`config.mk`:
```
export PLATFORM = sky130hd
export DESIGN_NAME = if_fetch
export DESIGN_NICKNAME = d
export VERILOG_FILES = /design/src/rtl/if_fetch.sv
export SDC_FILE = /design/constraint.sdc
export NUM_CORES = 1
export LEC_CHECK = 0
export BUFFER_PORTS_ARGS = -buffer_cell sky130_fd_sc_hd__buf_2
export CORE_UTILIZATION = 49
export CTS_CLUSTER_DIAMETER = 200
export CTS_CLUSTER_SIZE = 20
export DETAILED_ROUTE_END_ITERATION = 16
export PLACE_DENSITY = 0.72
export SYNTH_ARGS = -nofsm -noshare
export SYNTH_HDL_FRONTEND = slang
export SYNTH_SLANG_ARGS = --single-unit
```
`constraint.sdc`:
```
create_clock -name clk -period 6.16 [get_ports clk]
set_input_delay 1.232 -clock clk [delete_from_list [all_inputs] [get_ports clk]]
set_output_delay 1.232 -clock clk [all_outputs]
set_load 0.005 [all_outputs]
```
`src/rtl/if_fetch.sv`:
```
// ---------------------------------------------------------------------------
// if_fetch -- instruction-fetch stage feeding decode.
//
// Fetches one 32-bit instruction as four little-endian byte beats over an
// 8-bit memory port, then presents it downstream until it is consumed.
// A branch/jump redirect from execute takes priority over everything and
// aborts any fetch in flight.
//
// Ports:
//   clk              rising-edge clock
//   rst              asynchronous active-low reset
//   stall_i          downstream not ready; hold presented instruction
//   branch_flag_i    redirect request (one-cycle pulse)
//   branch_target_i  redirect target PC (low two bits ignored)
//   mem_req_o        byte read request
//   mem_addr_o       byte address of the current beat
//   mem_rdata_i      read byte, valid with mem_ack_i
//   mem_ack_i        beat complete (may arrive in the cycle req rises)
//   pc_o             PC of the presented instruction
//   inst_o           presented instruction (NOP_INST while not valid)
//   inst_valid_o     pc_o/inst_o valid
// ---------------------------------------------------------------------------
module if_fetch #(
  parameter logic [31:0] RESET_PC = 32'h0000_0000,
  parameter logic [31:0] NOP_INST = 32'h0000_0013
) (
  input  logic        clk,
  input  logic        rst,
  input  logic        stall_i,
  input  logic        branch_flag_i,
  input  logic [31:0] branch_target_i,
  output logic        mem_req_o,
  output logic [31:0] mem_addr_o,
  input  logic [7:0]  mem_rdata_i,
  input  logic        mem_ack_i,
  output logic [31:0] pc_o,
  output logic [31:0] inst_o,
  output logic        inst_valid_o
);

  typedef enum logic [2:0] {
    ST_B0   = 3'd0,
    ST_B1   = 3'd1,
    ST_B2   = 3'd2,
    ST_B3   = 3'd3,
    ST_HOLD = 3'd4
  } state_t;

  // Byte offset of the beat fetched in a given state (HOLD has no beat).
  function automatic logic [1:0] beat_off(input state_t st);
    case (st)
      ST_B1:   beat_off = 2'd1;
      ST_B2:   beat_off = 2'd2;
      ST_B3:   beat_off = 2'd3;
      default: beat_off = 2'd0;
    endcase
  endfunction

  state_t      state_r, state_s;
  logic [31:0] pc_r, pc_s;
  logic [23:0] buf_r, buf_s;
  logic [31:0] pc_out_r, pc_out_s;
  logic [31:0] inst_r, inst_s;
  logic        valid_r, valid_s;
  logic        req_r, req_s;
  logic [31:0] addr_r, addr_s;
  logic        beat_done_s;

  // An ack only counts while a request is actually being presented.
  assign beat_done_s = req_r & mem_ack_i;

  // Next-state, PC, byte buffer and output computation.
  always_comb begin
    state_s  = state_r;
    pc_s     = pc_r;
    buf_s    = buf_r;
    pc_out_s = pc_out_r;
    inst_s   = inst_r;
    valid_s  = valid_r;

    if (branch_flag_i) begin
      // Redirect wins: drop any beat arriving now and any presented instruction.
      pc_s    = branch_target_i & ~32'h0000_0003;
      state_s = ST_B0;
      valid_s = 1'b0;
      inst_s  = NOP_INST;
    end else begin
      case (state_r)
        ST_B0: begin
          if (beat_done_s) begin
            buf_s[7:0] = mem_rdata_i;
            state_s    = ST_B1;
          end else begin
            state_s = ST_B0;
          end
        end
        ST_B1: begin
          if (beat_done_s) begin
            buf_s[15:8] = mem_rdata_i;
            state_s     = ST_B2;
          end else begin
            state_s = ST_B1;
          end
        end
        ST_B2: begin
          if (beat_done_s) begin
            buf_s[23:16] = mem_rdata_i;
            state_s      = ST_B3;
          end else begin
            state_s = ST_B2;
          end
        end
        ST_B3: begin
          if (beat_done_s) begin
            inst_s   = {mem_rdata_i, buf_r};
            pc_out_s = pc_r;
            valid_s  = 1'b1;
            state_s  = ST_HOLD;
          end else begin
            state_s = ST_B3;
          end
        end
        ST_HOLD: begin
          if (!stall_i) begin
            pc_s    = pc_r + 32'd4;
            valid_s = 1'b0;
            inst_s  = NOP_INST;
            state_s = ST_B0;
          end else begin
            state_s = ST_HOLD;
          end
        end
        default: begin
          state_s = ST_B0;
        end
      endcase
    end
  end

  // Memory request/address are registered from the next state so they never
  // depend combinationally on inputs.
  always_comb begin
    req_s  = (state_s != ST_HOLD);
    addr_s = pc_s + {30'd0, beat_off(state_s)};
  end

  // State and output registers.
  always_ff @(posedge clk or negedge rst) begin
    if (!rst) begin
      state_r  <= ST_B0;
      pc_r     <= RESET_PC;
      buf_r    <= 24'd0;
      pc_out_r <= RESET_PC;
      inst_r   <= NOP_INST;
      valid_r  <= 1'b0;
      req_r    <= 1'b0;
      addr_r   <= RESET_PC;
    end else begin
      state_r  <= state_s;
      pc_r     <= pc_s;
      buf_r    <= buf_s;
      pc_out_r <= pc_out_s;
      inst_r   <= inst_s;
      valid_r  <= valid_s;
      req_r    <= req_s;
      addr_r   <= addr_s;
    end
  end

  assign mem_req_o    = req_r;
  assign mem_addr_o   = addr_r;
  assign pc_o         = pc_out_r;
  assign inst_o       = inst_r;
  assign inst_valid_o = valid_r;

endmodule

```
Word level (Yosys, flattened, before mapping)
Index checks and enable logic that the tools add are counted.

Output and inout port bits: 98. Bits in registers: 157. Word-level logic and storage cells: 50.

Bitwise operators: 2. Eq/ne operators: 10. Add/sub/neg operators: 2. Mux-type cells: 19. Reductions and logical operators: 7.

Operator list (number): 32-bit two-way mux (6); 32-bit one-hot mux with 2 select lines (1); 32-bit by 2-bit adder with 32-bit output (1); 32-bit by 3-bit adder with 32-bit output (second input constant) (1); 3-bit one-hot mux with 5 select lines (1); 3-bit AND reduction (5); 3-bit by 2-bit equality test with 1-bit output (second input constant) (4); 3-bit two-way mux (3); 3-bit inequality test (second input constant) (3); 3-bit by 1-bit equality test with 1-bit output (second input constant) (2); 2-bit one-hot mux with 3 select lines (1); 1-bit two-way mux (5); 3-bit equality test (second input constant) (1); 3-bit logical NOT (1); 3-bit nonzero test (1); 2-bit two-way mux (1); 1-bit one-hot mux with 2 select lines (1); 1-bit bitwise AND (1); 1-bit inverter (1).

Logic depth before layout (Yosys ltp)
Gate-level depths: netlist of the first run.

Depth after elaboration: 7. Mapped depth: 16. Mapped depth without buffers: 12.

Worst setup path before layout of the first run
OpenSTA, ideal clock, no wires.

Path kind: input port to flip-flop. Start point: in branch_flag_i. End point: reg addr_r[28] (netlist: mem_addr_o[28]). Arrival time: 4.440 ns. Data required time: 6.030 ns. Buffers on the path: 4. Slack: 1.590 ns. Cell stages on the path: 12. Library setup time: 0.130 ns. Path through: clkbuf_1 inv_1 clkbuf_1 clkbuf_1 buf_1 nand2_1 fa_1 nor4b_2 nand3_2 nor4_4 nand4_1 xnor2_1.

Word-level cells in the longest chain between the ends: 4. Elaborated cells between the ends (all ways): 7. Classes of those cells: 1 x add/sub; 3 x eq/ne; 3 x mux.

Ends and longest elaborated chain: start, declared (line 30) `input logic branch_flag_i,`; 3-bit two-way mux (line 81) `if (branch_flag_i) begin`; 3-bit by 2-bit equality test with 1-bit output / 3-bit by 1-bit equality test with 1-bit output (equally long branches) (line 51) `case (st)`; 2-bit one-hot mux with 3 select lines (line 51); 32-bit by 2-bit adder with 32-bit output * (line 144) `addr_s = pc_s + {30'd0, beat_off(state_s)};`; via addr_s[28] (line 66) `logic [31:0] addr_r, addr_s;`; end signal, assigned (line 166) `addr_r <= addr_s;`; end, declared (line 66).

The timed path passes the listed nets; every way through them passes the cells marked *. A chain may end at the register's enable or synchronous reset.

Final worst setup path of the first run
Start point: in stall_i. End point: reg addr_r[28] (netlist: mem_addr_o[28]).

Word-level cells in the longest chain between the ends: 6. Elaborated cells between the ends (all ways): 11. Classes of those cells: 1 x add/sub; 3 x eq/ne; 7 x mux.

Ends and longest elaborated chain: start, declared (line 29) `input logic stall_i,`; 3-bit two-way mux (line 124) `if (!stall_i) begin`; 3-bit one-hot mux with 5 select lines (line 88) `case (state_r)`; 3-bit two-way mux (line 81); 3-bit by 2-bit equality test with 1-bit output / 3-bit by 1-bit equality test with 1-bit output (equally long branches) (line 51); 2-bit one-hot mux with 3 select lines (line 51); 32-bit by 2-bit adder with 32-bit output * (line 144); via addr_s[28] (line 66).

Marks and branches as above.

==> out/metrics.cfg, run 1 <==
[timing]
slew_violations = 0
tns_ns = 0
finalCritPeriodShare_pct = 64.99
slew_headroom_pct = 13.71
tightest_slew_ns = 1.285
fmax_ghz = 0.2498
hold_ws_ns = 0.4701
skew_ns = 0.007374
finalHoldViolCount = 0
finalCriticalPeriod_ns = 4.003
setup_viol = 0
rsz0062_at_grt = false
fin_ws_ns = 2.157

[synthesis]
ys_seq_area_share_pct = 54.80
synth_edf_count = 0
syn_avg_cell_area_um2 = 10.96
yosys-top-cells-count = dfrtp_1 (154), nand2_1 (130), a22o_1 (29), mux2_2 (29), nor2_1 (29)
ys_ff_latch = 157
yosysTopAreaCell = dfrtp_1
yosysMostFrequentCell = dfrtp_1
synth_area_leaders = dfrtp_1 (54%), nand2_1 (6.8%), mux2_2 (4.6%), a22o_1 (3.5%), xnor2_1 (3.4%)
synth_cell_type_count = 69
yosys_warnings = 0
synth_area_mm2 = 0.007176
syn-num-nets = 704
ys.flop_type = dfrtp_1
syn_inst = 655
synthArstFlopShare_pct = 100.0
synth_top_cell_area_share_pct = 53.71

[power_and_ir_drop]
total_power_mw = 2.659
peakVddDrop_uv = 203.3
p_leak_nw = 4.108
powerDensity_mw_per_mm2 = 310.1

[worst_setup_path]
crit_slowest_cell = or4_1
reg2reg_to = mem_addr_o[28]
path_class = in2reg
critPathArrivalTime_ns = 4.30
reg2reg_slack_ns = 2.55
cpPeakStageDelay_ns = 0.66
startpoint_type = input pin
cp-end-kind = register
critPathTopFamily = simple AND/OR/NAND/NOR gates
crit_fanout = 11
path_buf_inv = 1
r2r-start = state_r[1]
startpoint = stall_i
crit_top_cell = o211ai_1
crit_required_ns = 6.46
worst_r2r_path_depth = 8
path_cells = buf_2 > nor4b_4 > nand3_2 > o211ai_1 > o211ai_1 > or4_1 > nor4_4 > nand4_1 > xnor2_1

[die]
core_mm2 = 0.01410
die_y_um = 123.0
rows = 43
die_w_um = 123.0
initial_core_util_pct = 50.91
die-area_mm2 = 0.01513
io_pins = 143

[worst_hold_path]
min_path_type = reg2reg
hp-start = pc_r[0]
whs_endpoint = pc_o[0]
whs_path_depth = 2

[drt]
top_layer = met4
drtAntennaViolNets = 0
wl_met3_mm = 1.140
wl_met2_mm = 8.537
route.detailed.drc = 0
wl_per_cell_um = 17.91
vias = 5454
first_pass_iters = 5
avgViaCountPerCell = 5.582
wl_met1_mm = 7.581
drt-total-wl_mm = 17.50
drtIter0Drc = 343

[place]
place_hpwl_mm = 11.96
placed_area_mm2 = 0.007976
post-place-cells = 945
pre_cts_ws_ns = 1.776
gp_congestion = 0.8702
io_buffers = 140

[clock_tree]
post_cts_buffers = 0
clk_pin_slew_worst_paths_ns = 0.07
cts-resized-gates = 0
cts_max_level = 4
clock_latency_ns = 0.43
cts_buffer_depth = 2
cts_buffers = 17
cts_hold_buf = 0
cts_tree = yes
cts_sinks = 157
clockRootBuffer = clkbuf_16

[layout]
drive_gt1_share_pct = 30.24
final_core_util_pct = 60.81
multi_input_area_mm2 = 0.002992
fin_cells = 977
seq_area_mm2 = 0.003933
antenna_cells = 0
stdcell_area_mm2 = 0.008572
nets = 833
n_fill_cell = 1145
area_delta_synth_final_pct = 19.46

[global_route]
grt_overflow = 0
antenna_found_initial = 0
grt_pass1_wl_mm = 28.12
grt_pass1_vias = 5515
grt_max_degree = 82
grt_usage_pct = 24.78

[flow_run]
maxCapViolCount = 0

[outcome]
status = finished clean

[layer usage]
layer,vias up,track usage (%)
li1,2552,-
met1,2715,31.20
met2,166,40.59
met3,21,7.196
met4,0,9.111
met5,-,0
[kinds of logic (layout without fill, tap and decap cells)]
logic type	after synthesis	in the layout	synth area share, %
compound gates	87	87	9.608
xor+xnor	45	45	5.597
fa+ha+maj	4	4	0.8022
buf+inv	57	199	3.592
flops	157	157	54.80
mux	33	33	5.109
simple gates	272	272	20.49
[power by group]
group | internal [mW] | switching [mW] | total [mW]
registers | 1.17 | 0.0914 | 1.26
clock network | 0.596 | 0.460 | 1.06
logic | 0.163 | 0.182 | 0.345
[layout make-up]
class | count | area share, %
Multi-Input combinational cell | 441 | 34.90
Inverter | 22 | 0.9634
Clock inverter | 13 | 1.664
Timing Repair Buffer | 145 | 8.685
Sequential cell | 157 | 45.88
Clock buffer | 19 | 5.284
Tap cell | 180 | 2.627
[how the worst max path moves through the flow]
stage	slack [ns]	end	cells past startpoint
floorplan	1.59	mem_addr_o[28]	12
global placement	1.81	mem_addr_o[28]	9
detailed placement	1.78	mem_addr_o[30]	9
CTS	2.18	mem_addr_o[28]	9
global route	1.95	mem_addr_o[28]	9
finish	2.16	mem_addr_o[28]	9
[cell usage in the layout, fill, tap and decap left out, drive strengths merged, types with 5 or more instances in the layout]
| master | Yosys | routed |
|---|---|---|
| o21ai | 9 | 9 |
| xor2 | 16 | 16 |
| and4 | 7 | 7 |
| nor2 | 29 | 29 |
| nand3 | 25 | 25 |
| inv | 22 | 32 |
| mux2 | 29 | 29 |
| a31oi | 6 | 6 |
| nand4 | 15 | 15 |
| o211ai | 5 | 5 |
| or4 | 7 | 7 |
| nor3 | 15 | 15 |
| dfrtp | 154 | 154 |
| a21oi | 8 | 8 |
| buf | 14 | 145 |
| xnor2 | 29 | 29 |
| a22o | 29 | 29 |
| nand2 | 131 | 131 |
| o31ai | 8 | 8 |
| nor4 | 9 | 9 |
| clkbuf | 21 | 19 |
[sequential cells by signal (all words and copies together) (netlist names)]
register	cells
inst_valid_o	1
mem_req_o	1
pc_r	32
inst_o	32
buf_r	24
mem_addr_o	32
pc_o	32
state_r	3
[worst register-to-register path, cell delays in order (launching register included)]
cell and delay (ns):
dfrtp_1 0.51, nor4b_4 0.66, nand3_2 0.24, o211ai_1 0.29, o211ai_1 0.19, or4_1 0.66, nor4_4 0.54, nand4_1 0.20
xnor2_1 0.18
(Power assumes the default switching activity.)
==> run 2: changes to the inputs <==
--- a/config.mk
+++ b/config.mk
@@ -5,6 +5,7 @@
 export SDC_FILE = /design/constraint.sdc
 export NUM_CORES = 1
 export LEC_CHECK = 0
+export ABC_AREA = 1
 export BUFFER_PORTS_ARGS = -buffer_cell sky130_fd_sc_hd__buf_2
 export CORE_UTILIZATION = 49
 export CTS_CLUSTER_DIAMETER = 200
==> constraint.sdc (replaced) <==
create_clock -name clk -period 4 [get_ports clk]
set_input_delay 0.8 -clock clk [delete_from_list [all_inputs] [get_ports clk]]
set_output_delay 0.8 -clock clk [all_outputs]
set_load 0.005 [all_outputs]
==> run 2 against run 1 <==
- critical path depth increased by 4
- power increased by 56%
- register-to-register slack got worse by 1.5 ns
- cell count increased by 25%
- via count increased by 18%
- die area increased by 5.0%
- critical path type unchanged
- routed wire length increased by 8.9%
- sequential power increased by 50%
- synthesized cell count increased by 36%
- clock skew about the same
- highest routed layer unchanged
- largest power group unchanged
==> out/metrics.cfg, run 2 <==
[outcome]
status = finished clean

[flow_run]
maxCapViolCount = 0

[synthesis]
yosys_warnings = 0
syn_avg_cell_area_um2 = 8.461
synth_fa_ha_area_share_pct = 0.7635
syn-num-nets = 940
yosys-top-cells-count = nand2_1 (221), dfrtp_1 (154), inv_1 (110), o21ai_0 (78), nand3_1 (69)
ys_ff_latch = 157
synth_cell_type_count = 37
synth-simple-area-share_pct = 28.88
synth_top_cell_area_share_pct = 51.12
synth_mux_area_share_pct = 0
synth_top_family_by_area = simple AND/OR/NAND/NOR gates
ys_seq_area_share_pct = 52.17
synth_edf_count = 0
yosysMostFrequentCell = nand2_1
synthArstFlopShare_pct = 100.0
synth_area_mm2 = 0.007538
synth_area_leaders = dfrtp_1 (51%), nand2_1 (11%), inv_1 (5.5%), o21ai_0 (5.2%), nand3_1 (4.6%)
ys.flop_type = dfrtp_1
synth-xor-area-share_pct = 1.975
syn_inst = 891
synth_compound_area_share_pct = 8.963
yosysTopAreaCell = dfrtp_1

[worst_setup_path]
cpPeakStageDelay_ns = 0.47
cp-end-kind = register
crit_end = mem_addr_o[30]
critPathArrivalTime_ns = 3.29
critPathTopFamily = simple AND/OR/NAND/NOR gates
crit_slowest_cell = fa_1
cp.depth = 13
reg2reg_slack_ns = 1.06
crit_fanout = 8
worst_r2r_path_depth = 12
startpoint_type = input pin
crit_required_ns = 4.32
reg2reg_to = mem_addr_o[30]
path_class = in2reg
path_buf_inv = 2
path_cells = buf_2 > nor2_1 > o21ai_0 > nor2_1 > ha_1 > inv_1 > fa_1 > nor3_4 > nand2_2 > nor3_1 > nand3_1 > nand2_1 > nand2_1
startpoint = branch_flag_i
r2r-start = state_r[2]

[clock_tree]
cts-resized-gates = 0
cts_buffers = 17
clockRootBuffer = clkbuf_16
cts_max_level = 4
clk_pin_slew_worst_paths_ns = 0.07
clock_latency_ns = 0.43
post_cts_buffers = 0
cts_buffer_depth = 2
cts_hold_buf = 0
cts_sinks = 157
cts_tree = yes

[place]
pre_cts_ws_ns = 0.7070
gp_congestion = 0.9103
placed_area_mm2 = 0.008411
place_hpwl_mm = 14.12
post-place-cells = 1194
io_buffers = 140

[timing]
skew_ns = 0.007785
hold_ws_ns = 0.2816
tns_ns = 0
finalHoldViolCount = 0
setup_viol = 0
fmax_ghz = 0.3367
slew_violations = 0
finalCriticalPeriod_ns = 2.970
tightest_slew_ns = 1.045
fin_ws_ns = 1.030
finalCritPeriodShare_pct = 74.26
slew_headroom_pct = 30.21
rsz0062_at_grt = false

[drt]
avgViaCountPerCell = 5.234
drtAntennaViolNets = 0
wl_per_cell_um = 15.54
first_pass_iters = 5
route.detailed.drc = 0
drtIter0Drc = 436
drt-total-wl_mm = 19.05
vias = 6417

[die]
die_y_um = 126.0
initial_core_util_pct = 51.09
die_w_um = 126.0
rows = 44
io_pins = 143
core_mm2 = 0.01475
die-area_mm2 = 0.01588

[layout]
n_fill_cell = 1316
multi_input_area_mm2 = 0.003059
fin_cells = 1226
stdcell_area_mm2 = 0.009022
final_core_util_pct = 61.15
final_cell_mix = nand2_1 (221), dfrtp_1 (154), buf_2 (139)
antenna_cells = 0
nets = 1078
final_common_cell = nand2_1
drive_gt1_share_pct = 24.18
area_delta_synth_final_pct = 19.68
seq_area_mm2 = 0.003933

[power_and_ir_drop]
p_leak_nw = 4.760
total_power_mw = 4.147
powerDensity_mw_per_mm2 = 459.7
peakVddDrop_uv = 363.0

[global_route]
grt_usage_pct = 25.50
grt_pass1_wl_mm = 31.17
grt_overflow = 0
antenna_found_initial = 0
grt_max_degree = 77
grt_pass1_vias = 6052

[worst_hold_path]
min_path_type = in2async

## run 2: cell count changes after synthesis, moves of 8 or more
cell | before | now
a22o_1 | 29 | 21
inv_1 | 22 | 110
mux2_2 | 29 | 0
nand2_1 | 130 | 221
nand2_2 | 1 | 14
nand3_1 | 23 | 69
nand4_1 | 14 | 30
nor2_1 | 29 | 67
nor2_2 | 0 | 12
o21ai_0 | 8 | 78
or2_2 | 4 | 21
xnor2_1 | 28 | 1
## run 2: logic make-up after synthesis
logic type,Yosys count
adders and majority gates,4
xor gates and xnor gates,17
buffers and inverters,141
AOI/OAI and AO/OA,112
DFF,157
and+or+nand+nor,460
## run 2: area by class of cell
| cell class | instances | area share (%) |
|---|---|---|
| inverters | 115 | 4.784 |
| well taps | 184 | 2.552 |
| repair buffers | 145 | 8.390 |
| clock inverters | 14 | 1.914 |
| multi-input cells | 593 | 33.91 |
| clock buffers | 18 | 4.868 |
| flip-flops and latches | 157 | 43.59 |
## run 2: worst min-delay path by stage
stage | slack, ns | from | end | depth (start not counted)
6_report | 0.28 | rst | buf_r[11] | 1
5_1_grt | 0.31 | rst | inst_o[8] | 1
2_1_floorplan | 0.45 | buf_r[10] | buf_r[10] | 2
3_3_place_gp | 0.45 | inst_valid_o | inst_valid_o | 2
4_1_cts | 0.28 | rst | inst_o[8] | 1
3_5_place_dp | 0.46 | inst_valid_o | inst_valid_o | 2
## run 2: worst register-to-register path, stage by stage (launching register included)
cell and delay, ns:
dfrtp_1 0.47, nor2_1 0.22, o21ai_0 0.17, nor2_1 0.14, ha_1 0.25, inv_1 0.08
fa_1 0.47, nor3_4 0.29, nand2_2 0.16, nor3_1 0.34, nand3_1 0.13, nand2_1 0.08
nand2_1 0.06
## run 2: routing by layer
layer  GRT usage, %  routed length (um)
met5              0                   0
met4          9.639                 397
met3          5.140                1201
met2          37.47                8305
met1          37.27                9149
## run 2: report_power, final
group	internal (mW)	leakage (nW)	switching, mW	total [mW]
sequential	1.78	1.95	0.119	1.89
combinational	0.216	2.51	0.371	0.587
clock	0.960	0.299	0.706	1.67
